<file path="src/rtl/mem_arbiter_pkg.sv">
// Shared definitions for the memory arbiter and its MMU neighbour.
// Latency: n/a (types and constants only).
// Backpressure: n/a.
package mem_arbiter_pkg;

    // mem_size encodings; 2'd3 falls through to word handling.
    localparam logic [1:0] SZ_BYTE = 2'd0;
    localparam logic [1:0] SZ_HALF = 2'd1;
    localparam logic [1:0] SZ_WORD = 2'd2;

    // bytemode = {unsigned, lane enables[3:0]}
    localparam logic [4:0] BM_WORD         = 5'b01111;
    localparam int         BM_UNSIGNED_BIT = 4;

    typedef enum logic {
        S_NORMAL    = 1'b0,
        S_DATA_DONE = 1'b1
    } state_t;

    // Device addresses decoded by the MMU; the arbiter treats them like RAM.
    localparam logic [31:0] UART_DATA_ADDR = 32'hBFD0_03F8;
    localparam logic [31:0] UART_STAT_ADDR = 32'hBFD0_03FC;
    localparam logic [31:0] LED_ADDR       = 32'hBFD0_F000;
    localparam logic [31:0] DPY_ADDR       = 32'hBFD0_F010;

endpackage

</file>
<file path="src/rtl/mem_arbiter_bytemode_enc.sv">
// Encodes access size/offset/sign into the MMU bytemode and flags misalignment.
// Latency: purely combinational.
// Backpressure: none.
// Ports: size, addr_lo (addr[1:0]), is_unsigned, we -> bytemode[4:0], misaligned.
module mem_arbiter_bytemode_enc
    import mem_arbiter_pkg::*;
(
    input  logic [1:0] size,
    input  logic [1:0] addr_lo,
    input  logic       is_unsigned,
    input  logic       we,
    output logic [4:0] bytemode,
    output logic       misaligned
);

    always_comb begin
        bytemode   = BM_WORD;
        misaligned = 1'b0;
        case (size)
            SZ_BYTE: begin
                bytemode[3:0]           = 4'b0001 << addr_lo;
                bytemode[BM_UNSIGNED_BIT] = is_unsigned & ~we;
            end
            SZ_HALF: begin
                bytemode[3:0]           = addr_lo[1] ? 4'b1100 : 4'b0011;
                bytemode[BM_UNSIGNED_BIT] = is_unsigned & ~we;
                misaligned              = addr_lo[0];
            end
            // Word (and the reserved code 3): full lanes, never extended.
            default: begin
                misaligned = |addr_lo;
            end
        endcase
    end

endmodule

</file>
<file path="src/rtl/mem_arbiter.sv">
// Shares the single-port MMU between instruction fetch and load/store; data wins.
// Latency: results registered 1 cycle after issue; a data access costs one stall cycle.
// Backpressure: stall_req freezes the front end while data owns the port; fetch is
// never denied more than one cycle because the cycle after a data access is fetch-only.
// Ports: clk/rst; IF request/result; MEM request/result/addr_err; stall_req; MMU drive.
module mem_arbiter
    import mem_arbiter_pkg::*;
#(
    parameter logic [31:0] RESET_PC = 32'h8000_0000
) (
    input  logic        clk,
    input  logic        rst,
    input  logic        if_req,
    input  logic [31:0] if_addr,
    output logic [31:0] if_rdata,
    output logic        if_valid,
    input  logic        mem_req,
    input  logic        mem_we,
    input  logic [31:0] mem_addr,
    input  logic [31:0] mem_wdata,
    input  logic [1:0]  mem_size,
    input  logic        mem_unsigned,
    output logic [31:0] mem_rdata,
    output logic        mem_valid,
    output logic        mem_addr_err,
    output logic        stall_req,
    output logic        mmu_if_read,
    output logic        mmu_if_write,
    output logic [31:0] mmu_addr,
    output logic [31:0] mmu_input_data,
    output logic [4:0]  mmu_bytemode,
    input  logic [31:0] mmu_output_data
);

    state_t     state, state_nxt;
    logic [4:0] data_bytemode;
    logic       misaligned;
    logic       data_access;

    mem_arbiter_bytemode_enc u_enc (
        .size        (mem_size),
        .addr_lo     (mem_addr[1:0]),
        .is_unsigned (mem_unsigned),
        .we          (mem_we),
        .bytemode    (data_bytemode),
        .misaligned  (misaligned)
    );

    // In S_DATA_DONE the MEM stage still presents the request just served,
    // so it must not be reissued (or flagged) until the pipeline advances.
    assign data_access  = (state == S_NORMAL) & mem_req & ~misaligned & ~rst;
    assign mem_addr_err = (state == S_NORMAL) & mem_req & misaligned;

    // State register
    always_ff @(posedge clk) begin
        if (rst) state <= S_NORMAL;
        else     state <= state_nxt;
    end

    // Next state
    always_comb begin
        state_nxt = S_NORMAL;
        if (state == S_NORMAL && data_access) state_nxt = S_DATA_DONE;
    end

    // Outputs to the MMU and pipeline
    always_comb begin
        mmu_if_read    = 1'b0;
        mmu_if_write   = 1'b0;
        mmu_addr       = RESET_PC;
        mmu_bytemode   = BM_WORD;
        mmu_input_data = 32'h0;
        stall_req      = 1'b0;
        if (!rst) begin
            if (data_access) begin
                mmu_addr       = mem_addr;
                mmu_if_read    = ~mem_we;
                mmu_if_write   = mem_we;
                mmu_bytemode   = data_bytemode;
                mmu_input_data = mem_we ? mem_wdata : 32'h0;
                stall_req      = 1'b1;
            end else begin
                mmu_addr    = if_addr;
                mmu_if_read = if_req;
            end
        end
    end

    // Capture MMU read data; reset drops any fetch pending from S_DATA_DONE.
    always_ff @(posedge clk) begin
        if (rst) begin
            if_rdata  <= 32'h0;
            mem_rdata <= 32'h0;
            if_valid  <= 1'b0;
            mem_valid <= 1'b0;
        end else if (data_access) begin
            mem_rdata <= mem_we ? 32'h0 : mmu_output_data;
            mem_valid <= 1'b1;
            if_valid  <= 1'b0;
        end else if (if_req) begin
            if_rdata  <= mmu_output_data;
            if_valid  <= 1'b1;
            mem_valid <= 1'b0;
        end else begin
            if_valid  <= 1'b0;
            mem_valid <= 1'b0;
        end
    end

endmodule

</file>
<file path="config.mk">
export PLATFORM = sky130hd
export DESIGN_NAME = mem_arbiter
export DESIGN_NICKNAME = d
export VERILOG_FILES = /design/src/rtl/mem_arbiter_pkg.sv /design/src/rtl/mem_arbiter_bytemode_enc.sv /design/src/rtl/mem_arbiter.sv
export SDC_FILE = /design/constraint.sdc
export NUM_CORES = 1
export LEC_CHECK = 0
export CAP_MARGIN = 10
export CORE_MARGIN = 2
export CORE_UTILIZATION = 35
export DETAILED_ROUTE_END_ITERATION = 10
export PLACE_DENSITY = 0.81
export SLEW_MARGIN = 25
export SYNTH_ARGS = -nofsm -noshare
export SYNTH_HDL_FRONTEND = slang
export SYNTH_SLANG_ARGS = --single-unit
</file>
<file path="constraint.sdc">
create_clock -name clk -period 2.7 [get_ports clk]
set_input_delay 0.675 -clock clk [delete_from_list [all_inputs] [get_ports clk]]
set_output_delay 0.675 -clock clk [all_outputs]
set_load 0.01 [all_outputs]
</file>
==> After elaboration in Yosys (flattened, before gate mapping) <==
Index checks and enable logic that the tools add are counted.
{ "totals": {"reg_bits": 67, "input_bits": 136, "out_inout_bits": 139, "word_cells": 41} }
{ "classes": {"eq_ne": 1, "shift": 1, "muxes": 19, "n_bitwise": 10, "reduce_logical": 5} }
{ "op_table": {"columns": ["op", "n"], "rows": [
  ["$mux W32", 6],
  ["$mux W5", 2],
  ["$pmux W5 S2", 1],
  ["$mux W1", 8],
  ["$and A1 B1 Y1", 5],
  ["$not A1 Y1", 5],
  ["$mux W4", 1],
  ["$reduce_or A2 Y1", 2],
  ["$shl A1 B2 Y4 const A", 1],
  ["$eq A2 B1 Y1 const B", 1],
  ["$logic_not A2 Y1", 1],
  ["$pmux W1 S2", 1],
  ["$reduce_and A2 Y1", 1],
  ["$logic_and A1 B1 Y1", 1]
]} }

==> Logic depth before layout (Yosys ltp) <==
{ "depth": {"ltp_word": 7, "mapped_depth": 7, "ltp_nobuf": 3} }

==> Cells and area by module <==
Synthesis repeated with hierarchy kept, for this count alone.
{ "unflattened": {"cells_unflattened": 389, "area_unflattened_um2": 3080.5} }
{ "modules_own_cells": {"columns": ["module", "instances", "cells_each", "area_per_inst_um2", "seq_area_each_um2"], "rows": [
  ["mem_arbiter", 1, 378, 3009.1, 1341.3],
  ["mem_arbiter_bytemode_enc", 1, 11, 71.3, 0.0]
]} }

==> Worst setup path after synthesis <==
No wires, ideal clock.
{ "synth_timing": {"kind": "input -> output", "start": "input mem_addr[0]", "end": "output mmu_addr[10]", "arrival_time_ps": 1936, "required_time_ps": 2025, "setup_slack_ps": 89, "path_stages": 6, "n_path_buf": 3, "path_cell_list": "buf_6 -> and2_1 -> buf_2 -> nor3_4 -> buf_6 -> mux2i_1"} }
{ "synth_between": {"elab_chain_cells": 7} }
{ "synth_rtl": {"columns": ["element", "line_no", "source"], "rows": [
  ["from (decl)", "mem_arbiter.sv:19", "input logic [31:0] mem_addr,"],
  ["$reduce_or A2 Y1", "mem_arbiter_bytemode_enc.sv:31", "misaligned = |addr_lo;"],
  ["$pmux W1 S2 *", "mem_arbiter_bytemode_enc.sv:19", "case (size)"],
  ["$not A1 Y1 *", "mem_arbiter.sv:51", "assign data_access = (state == S_NORMAL) & mem_req & ~misaligned & ~rst;"],
  ["$and A1 B1 Y1 * (2 in series)", "mem_arbiter.sv:51", null],
  ["$mux W32 *", "mem_arbiter.sv:75", "if (data_access) begin"],
  ["$mux W32 *", "mem_arbiter.sv:74", "if (!rst) begin"],
  ["to (decl)", "mem_arbiter.sv:29", "output logic [31:0] mmu_addr,"]
]} }
Every way passes the cells marked *; elsewhere a longest branch is shown, timed or not.

==> Final worst setup path <==
{ "layout_timing": {"start": "input mem_addr[1]", "end": "output mmu_input_data[30]"} }
{ "layout_between": {"elab_chain_cells": 7} }
{ "layout_rtl": {"columns": ["element", "line_no", "source"], "rows": [
  ["$reduce_or A2 Y1", "mem_arbiter_bytemode_enc.sv:31", null],
  ["$pmux W1 S2", "mem_arbiter_bytemode_enc.sv:19", null],
  ["$not A1 Y1", "mem_arbiter.sv:51", null],
  ["$and A1 B1 Y1 (2 in series)", "mem_arbiter.sv:51", null],
  ["$mux W32", "mem_arbiter.sv:75", null],
  ["$mux W32", "mem_arbiter.sv:74", null],
  ["to (decl)", "mem_arbiter.sv:30", "output logic [31:0] mmu_input_data,"]
]} }
No other way between the ends.

==> results.py <==
metrics = {
    "synth": {
        "synth_top_area_cell": "dfxtp_1",
        "netlist_instances": 465,
        "synth_area_per_cell_sq_um": 8.63,
        "yosysMostFrequentCell": "nand2b_1",
        "syn_area_sq_um": 4020,
        "synthTopCellsByCount": "nand2b_1, dfxtp_1, mux2i_1, clkbuf_1, a21oi_1",
        "synth_edf_count": 0,
        "ys_seq_elements": 67,
        "synth_top_cell_area_share": 0.334,
        "yosysSeqAreaShare": 0.334,
        "ys_warn_count": 0,
        "async_flop_share": 0,
        "synthesis.nets": 601,
        "ys_types": 26,
        "synth_flop_cell": "dfxtp_1",
        "ys_top_cells_by_area": "dfxtp_1, nand2b_1, mux2i_1",
    },
    "placed_design": {
        "place.gp.congestion": 0.929,
        "io_buffers": 274,
        "hpwl_um": 11800,
        "postPlaceCellArea_sq_um": 6960,
        "dp.cells": 863,
        "place_ws_ps": -709,
    },
    "setup_path": {
        "crit_type": "in -> out",
        "critPathTopFamily": "buffers and inverters",
        "path_common_cell": "buf_6",
        "reg2reg_to": "if_rdata[21]$_SDFFE_PP0P_",
        "max_stage_delay_ps": 220,
        "crit_buf_inv": 6,
        "crit_chain": "buf_6 -> o21a_4 -> buf_6 -> nor3_4 -> buf_6 -> buf_4 -> buf_6 -> and4b_1 -> buf_2",
        "cp_slowest_cell": "o21a_4",
        "r2r_cells": 5,
        "required_ps": 2030,
        "arrival_ps": 1960,
        "critPathCapture": "mmu_input_data[30]",
        "timing.rr.start": "state$_SDFF_PP0_",
        "critPathLaunch": "mem_addr[1]",
        "crit_fanout": 3,
        "cp.depth": 9,
        "cp-start-kind": "input pin",
        "end_kind": "primary output",
        "r2r_slack_ps": 1140,
    },
    "timing": {
        "clock.fmax_mhz": 379,
        "finalWorstSetupSlack_ps": 60.2,
        "tns_ps": 0,
        "tightest_slew_ps": 406,
        "holdWs_ps": 467,
        "min_period_ps": 2640,
        "hold_violations": 0,
        "slew_headroom": 0.729,
        "period_share": 0.978,
        "slew_viol_final": 0,
        "setup_violations": 0,
        "clock_skew_ps": 6.35,
    },
    "floorplan": {
        "die_w_um": 111,
        "coreArea_sq_um": 11300,
        "start_util": 0.355,
        "die_h_um": 111,
        "fp-row-count": 39,
        "io_pins": 275,
        "die_area_sq_um": 12300,
    },
    "clock_tree": {
        "clk_latency_ps": 330,
        "cts_tree": "built",
        "cts_buffer_depth": 2,
        "h-tree-depth": 3,
        "root_buffer": "clkbuf_16",
        "cts_hold_buf": 0,
        "cts_buffers": 9,
        "cts.sinks": 67,
        "clkTransAtPathRegs_ps": 50,
    },
    "route": {
        "ant_nets": 0,
        "routedWlPerCell_um": 18.5,
        "drt_iter0_markers": 245,
        "vias": 4522,
        "wl_met3_um": 1170,
        "routed_wl_um": 16500,
        "post-route-drc-count": 0,
        "wl_met2_um": 8150,
        "met1_length_um": 6590,
        "drt_first_pass_iters": 4,
        "top_layer_used": "met4",
        "viasPerCell": 5.08,
    },
    "power_and_ir_drop": {
        "netSwitchingFraction": 0.267,
        "p_seq_frac": 0.346,
        "combPwrFrac": 0.270,
        "ir_worst_vdd_mv": 0.408,
        "p_int_uw": 2260,
        "p_per_area_nw_per_um2": 424,
        "leakage_uw": 0.00293,
        "p_switching_uw": 822,
        "power.share.clock": 0.384,
    },
    "worst_hold_path": {
        "hold_class": "reg -> reg",
    },
    "layout": {
        "syn2layout_area_growth_pct": 81.1,
        "nFillCells": 963,
        "design_area_sq_um": 7270,
        "drive_gt1_frac": 0.169,
        "nets": 878,
        "final_cells": 891,
    },
    "job": {
        "cap_violations": 0,
    },
    "global_routing": {
        "overflow": 0,
        "grt_pass1_vias": 4666,
        "grt_max_degree": 47,
        "antenna_found_initial": 2,
        "grt_pass1_wl_um": 25500,
        "grtUsageTotal": 0.258,
    },
    "status": {
        "outcome": "completed",
    },
}
layer usage:
layer  vias to the layer above  track usage
met3                        39       0.0689
met2                       205        0.442
met1                      2101        0.307
met5                         -            0
li1                       2177            -
met4                         0        0.102
final cells by class:
class | count | area [sq um] | share of cell area
repair buffers | 316 | 2950 | 0.405
multi-input cells | 347 | 2490 | 0.343
flip-flops and latches | 67 | 1340 | 0.185
clock buffers | 11 | 243 | 0.0334
well taps | 143 | 179 | 0.0246
clock inverters | 5 | 61.3 | 0.00843
inverters | 1 | 3.75 | 0.000516
diodes | 1 | 2.50 | 0.000344
power by group through the flow:
stage               clock, uW  sequential, uW  combinational [uW]
floorplan                   0            1110                 315
global placement            0            1090                 812
detailed placement          0            1090                 824
CTS                      1200            1070                 839
global route             1250            1070                 885
finish                   1180            1070                 830
cells in the final DEF (no fill, tap or decap), types with 5 or more instances in the layout:
cell,instances
a21oi_1,34
nand4_1,32
clkdlybuf4s50_1,194
clkdlybuf4s15_1,11
buf_4,31
nand2b_1,127
nor2_1,5
o21ai_0,5
mux2i_1,63
buf_2,45
o31ai_1,32
dlygate4sd2_1,14
buf_6,11
dfxtp_1,67
and2_1,29
clkbuf_16,9
registers in the layout, summed over array words and instances, names as in the netlist:
| name | cells |
|---|---|
| if_valid | 1 |
| mem_rdata | 32 |
| if_rdata | 32 |
| state | 1 |
| mem_valid | 1 |
worst min path at each step:
stage                                from                         end  slack, ps  cells after the start
2_1_floorplan    if_rdata[0]$_SDFFE_PP0P_    if_rdata[0]$_SDFFE_PP0P_        490                      2
3_3_place_gp   mem_rdata[14]$_SDFFE_PP0P_  mem_rdata[14]$_SDFFE_PP0P_        450                      2
3_5_place_dp    mem_rdata[2]$_SDFFE_PP0P_   mem_rdata[2]$_SDFFE_PP0P_        460                      2
4_1_cts         mem_rdata[2]$_SDFFE_PP0P_   mem_rdata[2]$_SDFFE_PP0P_        470                      2
5_1_grt         mem_rdata[7]$_SDFFE_PP0P_   mem_rdata[7]$_SDFFE_PP0P_        490                      2
6_report        mem_rdata[2]$_SDFFE_PP0P_   mem_rdata[2]$_SDFFE_PP0P_        470                      2
worst min-delay path, cell delays in order, from the launching register on:
cell	delay [ps]
dfxtp_1	300
o31ai_1	60
a21oi_1	60
logic make-up after synthesis:
family                 count (synthesis)  synth area share
and+or+nand+nor                      208             0.326
AOI/OAI and AO/OA                     75             0.116
DFF                                   67             0.334
muxes                                 64             0.160
buffers and inverters                 51            0.0648
what timing repair did:
action | CTS | global route
setup endpoints to repair | 73 | 42
pin swaps | 3 | 3
cloned | 5 | 0
setup buffers | 7 | 1
endpoints found under the hold margin | 0 | 0
gates resized for setup | 247 | 33
per-stage QoR:
| stage | power (uW) | util |
|---|---|---|
| final | 3080 | 0.642 |
| after global routing | 3210 | 0.642 |
| after detailed placement | 1910 | 0.615 |
| after CTS | 3110 | 0.650 |
| after floorplan | 1420 | - |
| after global placement | 1900 | 0.615 |
Note: power is estimated with default switching activity, not from simulation.
